$ cat src/rtl/lfsr_debruijn_gen.sv
// lfsr_debruijn_gen
// Galois-XNOR LFSR extended into a de Bruijn counter: the all-ones lockup state
// is spliced into the maximal-length cycle, so a primitive TAPS set visits all
// 2^WIDTH states. Supports seed load, forward/reverse stepping, a counted burst
// engine, and a position counter plus wrap pulse relative to the loaded anchor.
//
// Ports:
//   clk       clock
//   reset     asynchronous, active-high reset
//   enable_i  single step per cycle while idle
//   dir_i     0 = forward, 1 = reverse (sampled on every step)
//   load_i    load seed_i into out and anchor, abort any burst
//   seed_i    load value
//   start_i   begin burst of len_i steps (ignored while busy)
//   len_i     burst step count, 0..2^WIDTH
//   out_o     current state
//   pos_o     signed step distance from anchor, mod 2^WIDTH
//   busy_o    burst in progress
//   done_o    one-cycle pulse after the final burst step
//   wrap_o    one-cycle pulse when a step lands on the anchor
module lfsr_debruijn_gen #(
    parameter int unsigned      WIDTH = 8,
    parameter logic [WIDTH-1:0] TAPS  = 8'h1C
) (
    input  logic             clk,
    input  logic             reset,
    input  logic             enable_i,
    input  logic             dir_i,
    input  logic             load_i,
    input  logic [WIDTH-1:0] seed_i,
    input  logic             start_i,
    input  logic [WIDTH:0]   len_i,
    output logic [WIDTH-1:0] out_o,
    output logic [WIDTH-1:0] pos_o,
    output logic             busy_o,
    output logic             done_o,
    output logic             wrap_o
);

    localparam logic StIdle = 1'b0;
    localparam logic StRun  = 1'b1;

    logic             state_q, state_d;
    logic [WIDTH:0]   cnt_q, cnt_d;
    logic [WIDTH-1:0] out_q, out_d;
    logic [WIDTH-1:0] anchor_q, anchor_d;
    logic [WIDTH-1:0] pos_q, pos_d;
    logic             done_q, done_d;
    logic             wrap_q, wrap_d;

    logic             fwd_fb;
    logic [WIDTH-1:0] fwd_next;
    logic             rev_fb;
    logic [WIDTH-2:0] rev_low;
    logic [WIDTH-1:0] rev_next;
    logic             step;

    // Forward step. The AND term flips feedback on the two states whose low
    // bits are all ones, which splices all-ones into the cycle.
    always_comb begin
        fwd_fb      = out_q[WIDTH-1] ^ (&out_q[WIDTH-2:0]);
        fwd_next    = '0;
        fwd_next[0] = fwd_fb;
        for (int i = 1; i < WIDTH; i++) begin
            fwd_next[i] = TAPS[i] ? ~(fwd_fb ^ out_q[i-1]) : out_q[i-1];
        end
    end

    // Reverse step: undo the taps using the feedback bit now sitting in bit 0,
    // then rebuild the shifted-out MSB from the recovered low bits.
    always_comb begin
        rev_fb  = out_q[0];
        rev_low = '0;
        for (int i = 1; i < WIDTH; i++) begin
            rev_low[i-1] = TAPS[i] ? ~(rev_fb ^ out_q[i]) : out_q[i];
        end
        rev_next = {rev_fb ^ (&rev_low), rev_low};
    end

    always_comb begin
        state_d  = state_q;
        cnt_d    = cnt_q;
        out_d    = out_q;
        anchor_d = anchor_q;
        pos_d    = pos_q;
        done_d   = 1'b0;
        wrap_d   = 1'b0;
        step     = 1'b0;

        if (load_i) begin
            out_d    = seed_i;
            anchor_d = seed_i;
            pos_d    = '0;
            state_d  = StIdle;
        end else if (state_q == StIdle) begin
            if (start_i) begin
                if (len_i != '0) begin
                    cnt_d   = len_i;
                    state_d = StRun;
                end else begin
                    done_d = 1'b1;
                end
            end else if (enable_i) begin
                step = 1'b1;
            end
        end else begin
            step  = 1'b1;
            cnt_d = cnt_q - 1'b1;
            if (cnt_q == {{WIDTH{1'b0}}, 1'b1}) begin
                state_d = StIdle;
                done_d  = 1'b1;
            end
        end

        if (step) begin
            out_d  = dir_i ? rev_next : fwd_next;
            pos_d  = dir_i ? (pos_q - 1'b1) : (pos_q + 1'b1);
            wrap_d = (out_d == anchor_q);
        end
    end

    always_ff @(posedge clk or posedge reset) begin
        if (reset) begin
            state_q  <= StIdle;
            cnt_q    <= '0;
            out_q    <= '0;
            anchor_q <= '0;
            pos_q    <= '0;
            done_q   <= 1'b0;
            wrap_q   <= 1'b0;
        end else begin
            state_q  <= state_d;
            cnt_q    <= cnt_d;
            out_q    <= out_d;
            anchor_q <= anchor_d;
            pos_q    <= pos_d;
            done_q   <= done_d;
            wrap_q   <= wrap_d;
        end
    end

    assign out_o  = out_q;
    assign pos_o  = pos_q;
    assign busy_o = (state_q == StRun);
    assign done_o = done_q;
    assign wrap_o = wrap_q;

endmodule

$ cat config.mk
export PLATFORM = sky130hd
export DESIGN_NAME = lfsr_debruijn_gen
export DESIGN_NICKNAME = d
export VERILOG_FILES = /design/src/rtl/lfsr_debruijn_gen.sv
export SDC_FILE = /design/constraint.sdc
export NUM_CORES = 1
export LEC_CHECK = 0
export BUFFER_PORTS_ARGS = -buffer_cell sky130_fd_sc_hd__buf_2
export CORE_UTILIZATION = 60
export CTS_CLUSTER_DIAMETER = 150
export DETAILED_ROUTE_END_ITERATION = 6
export PLACE_DENSITY = 0.94
export REMOVE_ABC_BUFFERS = 1
export SLEW_MARGIN = 40
export SYNTH_ARGS = -nofsm -noshare
export SYNTH_HDL_FRONTEND = slang
export SYNTH_SLANG_ARGS = --single-unit
$ cat constraint.sdc
create_clock -name clk -period 3.6 [get_ports clk]
set_clock_uncertainty 0.05 [all_clocks]
set_input_delay 0.18 -clock clk [delete_from_list [all_inputs] [get_ports clk]]
set_output_delay 0.18 -clock clk [all_outputs]
set_load 0.01 [all_outputs]
### After elaboration in Yosys (flattened, before gate mapping)

Cells that the tools add are included.

* bits in registers: 36
* output and inout port bits: 19

* add/subtract/negate cells: 3
* equality and inequality tests: 2
* multiplexer cells: 24
* bitwise operators: 15
* reductions and logical operators: 7

Operators by type and width (count)
* 8-bit 2-to-1 mux: 6
* 9-bit 2-to-1 mux: 3
* 1-bit 2-to-1 mux: 15
* 7-bit AND reduction: 2
* 9-bit by 1-bit == test with 1-bit output (second input constant): 1
* 9-bit nonzero test: 1
* 9-bit by 1-bit subtractor with 9-bit output (second input constant): 1
* 8-bit by 1-bit adder with 8-bit output (second input constant): 1
* 8-bit == test: 1
* 8-bit by 1-bit subtractor with 8-bit output (second input constant): 1
* 1-bit bitwise XOR: 8
* 1-bit inverter: 7
* 2-bit nonzero test: 3
* 3-bit AND reduction: 1

### Logic depth before layout (Yosys ltp)

Gate-level depths: netlist (run 1).

* depth after elaboration: 7
* gate-level depth with buffers: 7
* gate-level depth less buffers: 7

### Worst setup path before layout (run 1)

Ideal clock, no wire load.

* kind: register -> register
* from: reg pos_q[1], in the netlist pos_o[1]
* to: reg pos_q[7], in the netlist pos_o[7]
* arrival: 1.907 ns
* data required time: 3.422 ns
* path slack: 1.515 ns
* cell stages (with the launch flop): 8
* buffers on the path: 0
* period minus slack after synthesis: 2.085 ns
* cell sequence: dfrtp_1 > ha_1 > a21oi_1 > o2111ai_1 > a21o_1 > a21oi_1 > mux2i_1 > mux2_1

* cells in the longest elaborated chain, start to end: 3
* elaborated cells on any way between the ends: 4
* classes of those cells: add/sub: 2; mux: 2

RTL lines
* from (decl): RTL line 47 `logic [WIDTH-1:0] pos_q, pos_d;`
* from (signal assigned): RTL line 136 `pos_q <= pos_d;`
* 8-bit by 1-bit adder with 8-bit output or 8-bit by 1-bit subtractor with 8-bit output (tied branches): RTL line 117 `pos_d = dir_i ? (pos_q - 1'b1) : (pos_q + 1'b1);`
* 8-bit 2-to-1 mux (*): RTL line 117
* 8-bit 2-to-1 mux (*): RTL line 115 `if (step) begin`

Every way passes the cells marked *; elsewhere a longest branch is shown, timed or not.
A chain may end at the register's enable or synchronous reset.

### Worst setup path in the final report (run 1)

Same ends and word-level chain as after synthesis.

==> results of run 1 <==
## power by group
part	total [mW]	switching [mW]	internal (mW)
Combinational	0.367	0.202	0.166
Clock	0.358	0.153	0.205
Sequential	0.540	0.0781	0.462
## sequential cells by signal, summed over array words and instances (netlist names)
| name | cells |
|---|---|
| anchor_q | 8 |
| pos_o | 8 |
| wrap_o | 1 |
| done_o | 1 |
| cnt_q | 9 |
| busy_o | 1 |
| out_o | 8 |
## metal layers
metal | part of all wire | track usage | wire length [um] | up-vias
met3 | 0.055 | 0.05714 | 274 | 7
li1 | - | - | - | 1027
met1 | 0.43 | 0.3183 | 2118 | 989
met4 | 0.014 | 0.08333 | 69 | 0
met5 | 0 | 0 | 0 | -
met2 | 0.50 | 0.4628 | 2481 | 87
## cell families after synthesis
| logic type | share of synthesized area |
|---|---|
| flip-flops | 0.3886 |
| AND/OR/NAND/NOR | 0.1959 |
| AO/OA/AOI/OAI | 0.2013 |
| buffers and inverters | 0.06475 |
| adder cells (fa/ha/maj) | 0.05181 |
| multiplexers | 0.03724 |
| XOR/XNOR | 0.06044 |
## metrics by stage
stage	instance area [sq um]	hold slack (ns)	worst slack, ns	power (mW)	utilization
6_report	2648	0.05656	1.416	1.266	0.7178
5_1_grt	2648	0.06629	1.310	1.345	0.7178
4_1_cts	2648	0.05183	1.407	1.268	0.7178
3_5_place_dp	2526	0.2546	1.187	0.9105	0.6849
3_3_place_gp	2526	0.2490	1.291	0.8917	0.6849
2_1_floorplan	2236	0.1931	1.043	0.7933	-
## final timing paths
path                            cells past startpoint  slack [ns]          end  startpoint
worst max-delay path                                7        1.42     pos_o[7]    pos_o[1]
worst min-delay path                                3        0.06     out_o[6]   seed_i[6]
worst max register to register                      7        1.42     pos_o[7]    pos_o[1]
worst min register to register                      2        0.49     pos_o[3]    pos_o[3]
max in group asynchronous                           4        2.71  anchor_q[3]       reset
min in group asynchronous                           4        0.47     cnt_q[4]       reset
## worst max-delay path: stages, from the launching register on
cell and delay [ns]:
dfrtp_1 0.42, ha_1 0.29, a21oi_1 0.18, o2111ai_1 0.20, a21o_1 0.22, a21oi_1 0.18
mux2i_1 0.21, mux2_1 0.33
## synth_stat cells, drive strengths merged, types with 2 or more instances
cell	count	area share
nor2	33	0.053
nor3	3	0.0065
xor2	5	0.019
nand3	9	0.019
xnor2	11	0.042
nor2b	6	0.016
ha	8	0.043
and2	2	0.0054
mux2	2	0.0097
and3	3	0.0081
nor4	4	0.013
a41oi	2	0.0076
o22ai	4	0.011
and4	2	0.0086
o31ai	3	0.0097
mux2i	6	0.028
dfrtp	36	0.39
a21oi	24	0.052
clkbuf	4	0.0065
a21o	2	0.0065
nand2	24	0.040
inv	18	0.029
a221oi	2	0.0076
buf	12	0.029
o21ai	30	0.066
nand2b	2	0.0054
## cell type report
class	count	area, sq um	area share
sequential	36	900.9	0.3403
inverter	18	67.56	0.02552
multi-input combinational	204	1270	0.4797
clock inverter	3	42.54	0.01607
clock buffer	5	68.82	0.02599
timing repair buffer	45	237.7	0.08979
tap	48	60.06	0.02268
==> impl_metrics.tcl, run 1 <==
set metrics [dict create \
    status "finished clean" \
    cp.required_ns 3.73 \
    avgSynthCellArea_sq_um 8.462 \
    overflow 0 \
    post_drt_wl_per_cell_um 13.77 \
    clk_pin_slew_worst_paths_ns 0.08 \
    ys.flop_type "dfrtp_1" \
    syn_inst 274 \
    slew_violations 0 \
    grt_start_max_net_pins 40 \
    maxCapViolCount 0 \
    drt_first_pass_iters 5 \
    dp_cells 350 \
    root_buffer "clkbuf_8" \
    clock_latency_ns 0.29 \
    htreeDepth 2 \
    fp.dieW_um 64.16 \
    worst_pin_slew_ns 0.6441 \
    rsz0062_at_grt "no" \
    synth_edf_count 0 \
    diodes 0 \
    cp.arrival_ns 2.31 \
    slew_headroom 0.5706 \
    power_density_nw_per_um2 478.2 \
    synth_cell_types 53 \
    cts_sinks 36 \
    grt_use_total 0.2627 \
    grt_pass1_vias 1942 \
    cp-start-kind "register" \
    ant_nets 0 \
    fin_crit_ns 2.184 \
    io_pins 42 \
    first_iter_violations 201 \
    critPathMaxFanout 4 \
    max_freq_ghz 0.4579 \
    mostFrequentLayoutCells "41 x buf_2, 36 x dfrtp_1, 32 x nor2_1" \
    post_cts_resize_count 0 \
    fp-row-count 22 \
    setup_viol 0 \
    worst_setup_path_end_kind "register" \
    hold_viol_final 0 \
    initial_core_util 0.6286 \
    dp_hpwl_um 3393 \
    crit_type "register to register" \
    antenna_found_initial 0 \
    grt_pass1_wl_um 8362 \
    yosysSeqAreaShare 0.3886 \
    final_nets 342 \
    fin_setup_tns_ns 0 \
    cts_tree "yes" \
    hp-class "input port to register" \
    period_share 0.6066 \
    drive_gt1_frac 0.1929 \
    nFillCells 275 \
    vias_per_cell 5.877 \
    drc 0 \
    synth_warnings 0 \
    vias 2110 \
    core_sq_um 3689 \
    area.growth.synth_to_final_pct 14.19 \
    numCtsBuffers 5 \
    power.leakage_nw 1.245 \
    die_h_um 64.16 \
    ys_seq_elements 36 \
    final_common_cell "buf_2" \
    dieArea_sq_um 4117 \
    post_cts_buffers 0 \
    io_buffers 41 \
    cts_hold_buf 1 \
    vdd_drop_max_uv 302.6 \
    routed_wl_um 4942 \
    clock_path_buffers 2 \
    final_cells 359 \
    async_flop_share 1.000 \
    gp_congestion 0.8244 \
    syn_area_sq_um 2318 \
]
(Power assumes the default switching activity.)
==> run 2, diff against run 1 <==
--- a/config.mk
+++ b/config.mk
@@ -6,10 +6,10 @@
 export NUM_CORES = 1
 export LEC_CHECK = 0
 export BUFFER_PORTS_ARGS = -buffer_cell sky130_fd_sc_hd__buf_2
-export CORE_UTILIZATION = 60
+export CORE_UTILIZATION = 56
 export CTS_CLUSTER_DIAMETER = 150
 export DETAILED_ROUTE_END_ITERATION = 6
-export PLACE_DENSITY = 0.94
+export PLACE_DENSITY = 0.89
 export REMOVE_ABC_BUFFERS = 1
 export SLEW_MARGIN = 40
 export SYNTH_ARGS = -nofsm -noshare
==> constraint.sdc (replaced) <==
create_clock -name clk -period 2.3 [get_ports clk]
set_clock_uncertainty 0.05 [all_clocks]
set_input_delay 0.115 -clock clk [delete_from_list [all_inputs] [get_ports clk]]
set_output_delay 0.115 -clock clk [all_outputs]
set_load 0.01 [all_outputs]
==> run 2 against run 1 <==
Combinational power increased by 64%. Clock power up 35%. Cell count is 1.9% higher.
==> impl_metrics.tcl, run 2 (synthesis gave the netlist of run 1 again) <==
set metrics [dict create \
    status "finished clean" \
    final_common_cell "buf_2" \
    clock_latency_ns 0.29 \
    worst_path_largest_cell_delay_ns 0.42 \
    critPathBufInv 0 \
    grt_start_max_net_pins 37 \
    min_to "out_o[1]" \
    overflow 0 \
    setup_viol 0 \
    post_drt_wl_per_cell_um 13.61 \
    io_pins 42 \
    final_nets 348 \
    period_share 0.9376 \
    slew_violations 0 \
    cp_slowest_cell "dfrtp_1" \
    regMostFlops "cnt_q" \
    clock_path_buffers 2 \
    core_sq_um 4000 \
    largest_reg_flops 9 \
    preCtsSetupSlack_ns 0.1318 \
    cts_sinks 36 \
    vias_per_cell 5.781 \
    first_iter_violations 160 \
    cts_tree "yes" \
    r2r-end "pos_o[7]" \
    fp-row-count 23 \
    nFillCells 332 \
    crit_family "compound AO/OA/AOI/OAI gates" \
    max_freq_ghz 0.4637 \
    fp.dieW_um 66.35 \
    diodes 0 \
    drc 0 \
    crit-reg2reg-launch "pos_o[1]" \
    hp-class "input port to register" \
    grt_use_total 0.2467 \
    clk_pin_slew_worst_paths_ns 0.07 \
    crit_top_cell "a21oi_1" \
    rsz0062_at_grt "no" \
    power_mw 1.919 \
    critPathMaxFanout 4 \
    vdd_drop_max_uv 396.9 \
    maxCapViolCount 0 \
    vias 2116 \
    antenna_found_initial 0 \
    hold_viol_final 0 \
    power_density_nw_per_um2 715.4 \
    worst_pin_slew_ns 0.4850 \
    reg2regPathDepth 7 \
    die_h_um 66.35 \
    area.growth.synth_to_final_pct 15.70 \
    grt_pass1_wl_um 8169 \
    gp_congestion 0.9114 \
    initial_core_util 0.5796 \
    cp-start-kind "register" \
    post_cts_buffers 0 \
    cp.required_ns 2.42 \
    grt_pass1_vias 1886 \
    setup_ws_ns 0.1436 \
    drive_gt1_frac 0.2025 \
    r2r_slack_ns 0.14 \
    path_cells "ha_1, a21oi_1, o2111ai_1, a21o_1, a21oi_1, mux2i_1, mux2_1" \
    dieArea_sq_um 4402 \
    htreeDepth 2 \
    routed_wl_um 4980 \
    drt_first_pass_iters 4 \
    slew_headroom 0.6715 \
    mostFrequentLayoutCells "41 x buf_2, 36 x dfrtp_1, 32 x nor2_1" \
    hold_start "seed_i[1]" \
    worst_setup_path_end_kind "register" \
    min_path_cells 3 \
    root_buffer "clkbuf_8" \
    fin_crit_ns 2.156 \
    io_buffers 41 \
    numCtsBuffers 5 \
    ant_nets 0 \
    crit_type "register to register" \
    power.leakage_nw 1.270 \
    cp.arrival_ns 2.27 \
    dp_hpwl_um 3547 \
]
-- run 2: changes by cell type in the layout (fill, tap and decap cells not counted), sizes merged --
cell | previous run | this run
clkinvlp | 1 | 0
clkbuf | 5 | 7
buf | 44 | 49
bufinv | 1 | 0
clkinv | 1 | 0
dlygate4sd3 | 1 | 2
-- run 2: repair_timing --
item	4_1_cts	5_1_grt
endpoints found under the hold margin	37	0
resized for setup	0	0
hold buffers	2	0
-- run 2: worst reg2reg max path: cells and delay by family, from the launching register on --
kind,cells,cell delay [ns]
AOI/OAI and AO/OA,4,0.74
adders and majority gates,1,0.28
DFF,1,0.42
muxes,2,0.54
-- run 2: final cells by class --
cell class,count,area (sq um),area share
clock buffer,7,96.34,0.03591
inverter,18,67.56,0.02519
sequential,36,900.9,0.3358
timing repair buffer,51,285.3,0.1063
multi-input combinational,204,1270,0.4734
tap,50,62.56,0.02332
-- run 2: worst max path at each step --
| stage | start | to | slack [ns] | cells after the start |
|---|---|---|---|---|
| floorplan | busy_o | cnt_q[3] | -0.26 | 5 |
| global placement | pos_o[1] | pos_o[7] | 0.20 | 7 |
| detailed placement | pos_o[1] | pos_o[7] | 0.13 | 7 |
| CTS | pos_o[1] | pos_o[7] | 0.13 | 7 |
| global route | pos_o[1] | pos_o[7] | 0.005 | 7 |
| finish | pos_o[1] | pos_o[7] | 0.14 | 7 |
-- run 2: per-layer routing --
| metal | wire length [um] | global-route usage | share of wire | vias up |
|---|---|---|---|---|
| li1 | - | - | - | 1041 |
| met1 | 2234 | 0.2877 | 0.45 | 993 |
| met2 | 2379 | 0.4298 | 0.48 | 72 |
| met3 | 256 | 0.05690 | 0.051 | 10 |
| met4 | 109 | 0.1037 | 0.022 | 0 |
| met5 | 0 | 0 | 0 | - |
-- run 2: metrics by stage --
stage          instances  setup TNS (ns)  utilization  instance area [sq um]  hold slack (ns)
2_1_floorplan        258          -1.289            -                   2236           0.1281
3_3_place_gp         357               0       0.6415                   2566           0.1906
3_5_place_dp         357               0       0.6415                   2566           0.1929
4_1_cts              366               0       0.6706                   2683          0.01204
5_1_grt              366               0       0.6706                   2683          0.02145
6_report             366               0       0.6706                   2683          0.01677
-- run 2: power by group --
group | internal (mW) | switching (mW) | total (mW)
Clock | 0.267 | 0.216 | 0.483
Combinational | 0.270 | 0.333 | 0.602
Sequential | 0.724 | 0.110 | 0.834
